$ cat config.mk
export PLATFORM = sky130hd
export DESIGN_NAME = int_arbiter
export DESIGN_NICKNAME = d
export VERILOG_FILES = /design/src/rtl/int_arbiter_pkg.sv /design/src/rtl/int_arbiter_prio_enc.sv /design/src/rtl/int_arbiter.sv
export SDC_FILE = /design/constraint.sdc
export NUM_CORES = 1
export LEC_CHECK = 0
export CORE_MARGIN = 2
export CORE_UTILIZATION = 55
export CTS_CLUSTER_SIZE = 10
export DETAILED_ROUTE_END_ITERATION = 16
export GPL_ROUTABILITY_DRIVEN = 0
export MAX_ROUTING_LAYER = met4
export PLACE_DENSITY = 0.83
export REMOVE_ABC_BUFFERS = 1
export SLEW_MARGIN = 20
export SYNTH_ARGS = -nofsm -noshare
export SYNTH_HDL_FRONTEND = slang
export SYNTH_SLANG_ARGS = --single-unit
$ cat constraint.sdc
create_clock -name clkcpu -period 3.3 [get_ports clkcpu]
set_input_delay 0.495 -clock clkcpu [delete_from_list [all_inputs] [get_ports clkcpu]]
set_output_delay 0.495 -clock clkcpu [all_outputs]
set_load 0.05 [all_outputs]
$ cat src/rtl/int_arbiter_pkg.sv
// Shared types and constants for the Z80 multi-source interrupt arbiter.
// Holds the FSM state encoding, register-select codes and parameter defaults.
package int_arbiter_pkg;

  typedef enum logic [1:0] {
    IDLE   = 2'd0,
    ASSERT = 2'd1,
    ACK    = 2'd2,
    HOLD   = 2'd3
  } int_state_t;

  localparam logic [1:0] INT_REG_MASK = 2'd0;
  localparam logic [1:0] INT_REG_PEND = 2'd1;
  localparam logic [1:0] INT_REG_CFG  = 2'd2;
  localparam logic [1:0] INT_REG_STAT = 2'd3;

  localparam int N_SRC_DEFAULT   = 4;
  localparam int INT_LEN_DEFAULT = 32;
  localparam int HOLDOFF_DEFAULT = 2;

  localparam logic [7:0] LEGACY_VECTOR = 8'hFF;

endpackage

$ cat src/rtl/int_arbiter_prio_enc.sv
// Fixed-priority encoder: returns the lowest set request index plus a valid flag.
module int_prio_enc #(
  parameter int N_SRC = 4,
  parameter int IDX_W = (N_SRC > 1) ? $clog2(N_SRC) : 1
) (
  input  logic [N_SRC-1:0] req,
  output logic [IDX_W-1:0] idx,
  output logic             valid
);

  // Scan from the top down so the lowest set index is the last one written.
  always_comb begin
    idx   = '0;
    valid = |req;
    for (int i = N_SRC - 1; i >= 0; i--) begin
      if (req[i]) idx = IDX_W'(i);
    end
  end

endmodule

$ cat src/rtl/int_arbiter.sv
// Maskable multi-source Z80 interrupt controller with IM2 vector supply.
// Legacy mode reproduces the old frame-only /INT generator with vector 0xFF.
module int_arbiter
  import int_arbiter_pkg::*;
#(
  parameter int N_SRC   = N_SRC_DEFAULT,
  parameter int INT_LEN = INT_LEN_DEFAULT,
  parameter int HOLDOFF = HOLDOFF_DEFAULT
) (
  input  logic             rst_n,
  input  logic             clkcpu,
  input  logic [N_SRC-1:0] src_stb,
  input  logic             inta,
  input  logic             reg_wr,
  input  logic [1:0]       reg_sel,
  input  logic [7:0]       reg_din,
  output logic [7:0]       reg_dout,
  output logic             n_int,
  output logic             vector_oe,
  output logic [7:0]       vector_data
);

  localparam int IDX_W = (N_SRC > 1) ? $clog2(N_SRC) : 1;
  localparam int CNT_W = $clog2(INT_LEN + 1);
  localparam int HLD_W = $clog2(HOLDOFF + 1);

  localparam logic [N_SRC-1:0] ONE_HOT0 = N_SRC'(1);
  localparam logic [CNT_W-1:0] CNT_LAST = CNT_W'(INT_LEN - 1);
  localparam logic [CNT_W-1:0] CNT_MAX  = CNT_W'(INT_LEN);
  localparam logic [HLD_W-1:0] HLD_LAST = HLD_W'(HOLDOFF - 1);

  int_state_t       state;
  logic [N_SRC-1:0] pend;
  logic [N_SRC-1:0] pend_next;
  logic [N_SRC-1:0] mask;
  logic [4:0]       vbase;
  logic             legacy;
  logic [IDX_W-1:0] cur_src;
  logic [CNT_W-1:0] cnt;
  logic [HLD_W-1:0] hcnt;

  logic [N_SRC-1:0] req;
  logic [N_SRC-1:0] elig;
  logic [IDX_W-1:0] win_idx;
  logic             win_valid;
  logic             acked;
  logic             timeout;
  logic [N_SRC-1:0] w1c_clr;
  logic [N_SRC-1:0] ack_clr;
  logic [N_SRC-1:0] tmo_clr;
  logic [1:0]       src2;
  logic [7:0]       vec_next;

  // A strobe arriving this cycle can already win, giving one-cycle strobe-to-/INT latency.
  always_comb begin
    req       = pend | src_stb;
    elig      = legacy ? (req & mask & ONE_HOT0) : (req & mask);
    acked     = (state == ASSERT) && inta;
    timeout   = (state == ASSERT) && !inta && (cnt == CNT_LAST);
    w1c_clr   = (reg_wr && (reg_sel == INT_REG_PEND)) ? reg_din[N_SRC-1:0] : '0;
    ack_clr   = acked ? (ONE_HOT0 << cur_src) : '0;
    tmo_clr   = timeout ? ONE_HOT0 : '0;
    pend_next = (pend & ~(w1c_clr | ack_clr | tmo_clr)) | src_stb;
    src2      = 2'(cur_src);
    vec_next  = legacy ? LEGACY_VECTOR : {vbase, src2, 1'b0};
  end

  int_prio_enc #(
    .N_SRC (N_SRC)
  ) u_prio_enc (
    .req   (elig),
    .idx   (win_idx),
    .valid (win_valid)
  );

  always_comb begin
    reg_dout = 8'h00;
    case (reg_sel)
      INT_REG_MASK: reg_dout = 8'(mask);
      INT_REG_PEND: reg_dout = 8'(pend);
      INT_REG_CFG:  reg_dout = {vbase, 2'b00, legacy};
      INT_REG_STAT: reg_dout = {(state != IDLE), 5'b00000, src2};
      default:      reg_dout = 8'h00;
    endcase
  end

  always_ff @(posedge clkcpu or negedge rst_n) begin
    if (!rst_n) begin
      mask   <= ONE_HOT0;
      vbase  <= 5'b11111;
      legacy <= 1'b1;
      pend   <= '0;
    end else begin
      pend <= pend_next;
      if (reg_wr && (reg_sel == INT_REG_MASK)) mask <= reg_din[N_SRC-1:0];
      if (reg_wr && (reg_sel == INT_REG_CFG)) begin
        vbase  <= reg_din[7:3];
        legacy <= reg_din[0];
      end
    end
  end

  // The vector is captured on entry to ACK so config writes cannot disturb it mid-cycle.
  always_ff @(posedge clkcpu or negedge rst_n) begin
    if (!rst_n) begin
      state       <= IDLE;
      n_int       <= 1'b1;
      vector_oe   <= 1'b0;
      vector_data <= LEGACY_VECTOR;
      cur_src     <= '0;
      cnt         <= '0;
      hcnt        <= '0;
    end else begin
      case (state)
        IDLE: begin
          if (win_valid) begin
            state   <= ASSERT;
            n_int   <= 1'b0;
            cnt     <= '0;
            cur_src <= win_idx;
          end
        end
        ASSERT: begin
          if (cnt != CNT_MAX) cnt <= cnt + 1'b1;
          if (inta) begin
            state       <= ACK;
            n_int       <= 1'b1;
            vector_oe   <= 1'b1;
            vector_data <= vec_next;
          end else if (cnt == CNT_LAST) begin
            state <= HOLD;
            n_int <= 1'b1;
            hcnt  <= '0;
          end
        end
        ACK: begin
          n_int <= 1'b1;
          if (!inta) begin
            vector_oe <= 1'b0;
            state     <= HOLD;
            hcnt      <= '0;
          end
        end
        HOLD: begin
          n_int <= 1'b1;
          if (hcnt == HLD_LAST) state <= IDLE;
          else hcnt <= hcnt + 1'b1;
        end
        default: state <= IDLE;
      endcase
    end
  end

endmodule
# After elaboration in Yosys (flattened, before gate mapping)
# Cells that the tools add are included.
[op_classes]
n_bitwise = 7
muxes = 31
reduce_logical = 22
addsub = 2
eq_ne = 18
n_shift = 1
[op_table]
columns = ["cell", "count"]
rows = [
  ["one-hot mux 8 bit (4 select lines)", 1],
  ["two-way mux 2 bit", 13],
  ["two-way mux 4 bit", 3],
  ["two-way mux 6 bit", 2],
  ["bitwise OR 4 bit", 3],
  ["one-hot mux 6 bit (2 select lines)", 1],
  ["inequality test 2 bit, second input constant", 5],
  ["bitwise AND 4 bit", 2],
  ["equality test 2 bit, second input constant", 4],
  ["two-way mux 8 bit", 1],
  ["one-hot mux 2 bit (4 select lines)", 1],
  ["adder 6 x 1 -> 6 bit, second input constant", 1],
  ["equality test 2 x 1 -> 1 bit, second input constant", 3],
  ["equality test 6 x 5 -> 1 bit, second input constant", 1],
  ["logical AND 1 bit", 6],
  ["two-way mux 1 bit", 6],
  ["inequality test 2 x 1 -> 1 bit, second input constant", 3],
  ["inequality test 6 bit, second input constant", 1],
  ["one-hot mux 2 bit (3 select lines)", 1],
  ["AND reduction 2 bit", 3],
  ["AND reduction 3 bit", 2],
  ["nonzero test 2 bit", 3],
  ["AND reduction 5 bit", 1],
  ["zero test 2 bit", 2],
  ["other kinds (12)", 12],
]
[word_totals]
word_cells = 92
reg_bits = 36

# Longest topological paths before layout
# Gate-level depths: netlist (run 1).
[depth]
ltp_word = 8
mapped_depth = 9
ltp_nobuf = 7

# Cells and area by module
# A second synthesis (run 1) with hierarchy kept.
[unflattened]
cells_unflattened = 187
area_unflattened_um2 = 1935.6
[by_module_without_submodules]
columns = ["mod", "cells_each", "seq_area_each_um2", "n_inst", "area_per_inst_um2"]
rows = [
  ["int_arbiter", 180, 920.9, 1, 1900.6],
  ["int_prio_enc", 7, 0.0, 1, 35.0],
]

# Worst setup path after synthesis (run 1)
# OpenSTA, ideal clock, no wires.
[synth_path]
path_kind = "in2out"
startpoint = "in reg_sel[1]"
endpoint = "out reg_dout[3]"
path_slack_ps = 951
t_arrival_ps = 1854
stages = 3
path_cell_list = "buf_2 > mux2i_1 > o21ai_0"
[synth_between]
elab_chain_cells = 2
elab_cells_between_ends = 5
classes_between = "3 x eq/ne; 1 x mux; 1 x reduce/logical"
[synth_lines]
columns = ["item", "line_no", "source"]
rows = [
  ["start: declaration", "int_arbiter.sv:15", "input logic [1:0] reg_sel,"],
  ["equality test 2 bit, or another cell as far along", "int_arbiter.sv:78", "case (reg_sel)"],
  ["one-hot mux 8 bit (4 select lines) *", "int_arbiter.sv:78", ""],
  ["end: declaration", "int_arbiter.sv:17", "output logic [7:0] reg_dout,"],
]
# Every way passes the cells marked *; elsewhere a longest branch is shown, timed or not.

# Final worst setup path (run 1)
[layout_path]
startpoint = "in reg_sel[0]"
endpoint = "out reg_dout[0]"
# The elaborated chain is that of the path after synthesis.

==> results of run 1 <==
==> registers in the layout, indices dropped and copies added (netlist names) <==
| signal | cells |
|---|---|
| cnt | 6 |
| cur_src | 2 |
| hcnt | 2 |
| legacy | 1 |
| mask | 4 |
| n_int | 1 |
| pend | 4 |
| state | 2 |
| vbase | 5 |
| vector_data | 8 |
| vector_oe | 1 |
==> cell usage after synthesis (2+ instances only) <==
library cell,n,area (sq um)
dfrtp_1,20,500.5
o21ai_0,9,45.04
nor4_1,4,25.02
buf_2,3,15.01
nand2_1,13,48.80
nor3b_1,2,15.01
and2_1,4,25.02
a211o_1,3,26.28
nand3_1,4,20.02
mux2_2,11,123.9
nor2_1,26,97.59
a32oi_1,3,26.28
a31oi_1,2,12.51
ha_1,8,100.1
nand2b_1,3,18.77
clkbuf_1,2,7.510
dfstp_2,16,420.4
a21o_1,4,30.03
inv_1,11,41.29
mux2_1,2,22.52
mux2i_1,3,30.03
o31ai_1,2,15.01
a21oi_1,17,85.08
or3_1,3,18.77
and3_1,2,12.51
==> cells by family (layout without fill, tap and decap cells) <==
logic type / Yosys count / after routing / synth area share
buf+inv: 17 / 58 / 0.03409
compound gates: 48 / 48 / 0.1585
mux: 17 / 17 / 0.1004
flops: 36 / 36 / 0.4646
fa+ha+maj: 8 / 8 / 0.05051
simple gates: 72 / 72 / 0.1919
==> tightest hold or removal path, stage by stage (launching register included) <==
cell     delay [ns]
dfstp_2        0.39
nor2_1         0.08
a21oi_1        0.07
==> power by group <==
part	switching (uW)	internal [uW]
clock network	147	101
logic	579	375
registers	133	622
==> stage by stage <==
stage	std cells	setup slack, ns	total power [uW]	hold WS, ns
finish	285	0.4584	1958	0.5134
global route	285	0.3479	2101	0.5298
CTS	285	0.4554	1968	0.5108
detailed placement	277	0.4621	1718	0.4907
global placement	277	0.4491	1693	0.4897
floorplan	192	1.123	1427	0.1994
==> layer usage <==
| layer | vias to the layer above | wire length (um) |
|---|---|---|
| met3 | 6 | 183 |
| met2 | 37 | 1866 |
| met1 | 783 | 1983 |
| li1 | 781 | - |
| met4 | 0 | 44 |
| met5 | - | 0 |
==> area by class of cell <==
class | instances | share of cell area
well taps | 46 | 0.02345
clock inverters | 2 | 0.004077
multi-input cells | 145 | 0.4047
flip-flops and latches | 36 | 0.3751
repair buffers | 39 | 0.1549
clock buffers | 6 | 0.02090
inverters | 11 | 0.01682
==> how the worst min path moves through the flow <==
stage                                end  cells after the start
after floorplan                   cnt[0]                      0
after global placement    vector_data[6]                      2
after detailed placement  vector_data[2]                      2
after CTS                 vector_data[2]                      2
after global routing      vector_data[2]                      2
final                     vector_data[3]                      2
==> flow_summary.yaml, run 1 <==
outcome:
  status: "finished, final reports clean"
synthesis:
  yosys_warnings: 0
  yosys_register_bits: 36
  ys_types: 46
  avgSynthCellArea_sq_um: 10.01
  yosys_most_used_dff: "dfrtp_1"
  syn-cell-area_sq_um: 1982
  ys_async_sr_fraction: 1.000
  synthCells: 198
  synth-edff-count: 0
  synth_seq_area_share: 0.4646
global_routing:
  grt_use_met1: 0.3078
  grt_overflow: 0
  top_usage_layer: "met2"
  use_met3: 0.04930
  grt_pass1_vias: 1563
  grt.total_usage: 0.2296
  grt_max_degree: 37
  grt_pass1_wl_um: 7148
  use_met2: 0.3542
  antenna_found_initial: 0
floorplan:
  die_w_um: 64.03
  ios: 36
  coreArea_sq_um: 3390
  die_area_sq_um: 4100
  die_h_um: 64.03
  num_rows: 21
  start_util: 0.5847
worst_setup_path:
  slowest_delay_ns: 0.71
  path_cells: "clkdlybuf4s50_1, mux4_2, clkdlybuf4s50_1"
  setup.worst_path.end: "reg_dout[0]"
  cp_num_cells: 3
  path_delay_family: "buffers and inverters"
  crit_buf_inv: 2
  critPathLaunchType: "primary input"
  path_max_fanout: 6
  critPathArrivalTime_ns: 2.35
  r2r_end: "state[1]"
  r2r_cells: 7
  cp-end-kind: "primary output"
  critical_path_class: "in -> out"
  crit_path_frequent_cell: "clkdlybuf4s50_1"
  slowest_stage: "clkdlybuf4s50_1"
  cp.required_ns: 2.80
  startpoint: "reg_sel[0]"
  worst_r2r_startpoint: "state[1]"
  reg2reg_slack_ns: 1.14
timing:
  setup_viol: 0
  fin_tns_setup_ns: 0
  drv_slew: 0
  hold_viol_final: 0
  tightest_slew_ns: 0.8121
  fmax_mhz: 351.9
  skew_ns: 0.01252
  fin_crit_ns: 2.842
  max-slew-margin-rel: 0.4536
  min_period_over_period: 0.8611
  rsz0062_at_grt: "no"
layout:
  n_fill_cell: 230
  design_area_sq_um: 2455
  finish.utilization: 0.7243
  layout_common_cells: "clkdlybuf4s50_1, nor2_1, dfrtp_1"
  layout.nets: 264
  regArea_sq_um: 920.9
  final_common_cell: "clkdlybuf4s50_1"
  drive_gt1_frac: 0.2050
  antenna_cells: 0
  areaGrowthSynthToFinish_pct: 23.86
  multiInputGateArea_sq_um: 993.5
cts:
  cts_num_sinks: 36
  cts_buffers: 5
  hold_buffers: 0
  cts_tree: "built"
  cts_setup_buffers: 0
  htreeDepth: 2
  insertion_delay_ns: 0.34
  clock_path_buffers: 2
  cts.clk_slew.worst_paths_ns: 0.12
  clock-root-buffer: "clkbuf_4"
  cts.repair.resized: 0
route:
  avgViaCountPerCell: 5.639
  wl_per_cell_um: 14.31
  drtPass1Iterations: 4
  ant_nets: 0
  routed_wl_um: 4077
  via_count: 1607
  drtIter0Drc: 104
  drc: 0
worst_hold_path:
  min_from: "vbase[0]"
  min_path_type: "reg -> reg"
placed_design:
  portBuffers: 35
  place_area_sq_um: 2394
  place_hpwl_um: 2915
flow_run:
  cap_violations: 0
power_and_ir_drop:
  powerDensity_nw_per_um2: 797.6
  p_leak_uw: 0.001044
  ir_worst_vdd_uv: 431.4
(Power assumes the default switching activity.)
==> inputs of run 2 (changes only) <==
- CAP_MARGIN: default -> 20
==> results of run 2 <==
Final layout, timing and power as in run 1 (identical DEF).
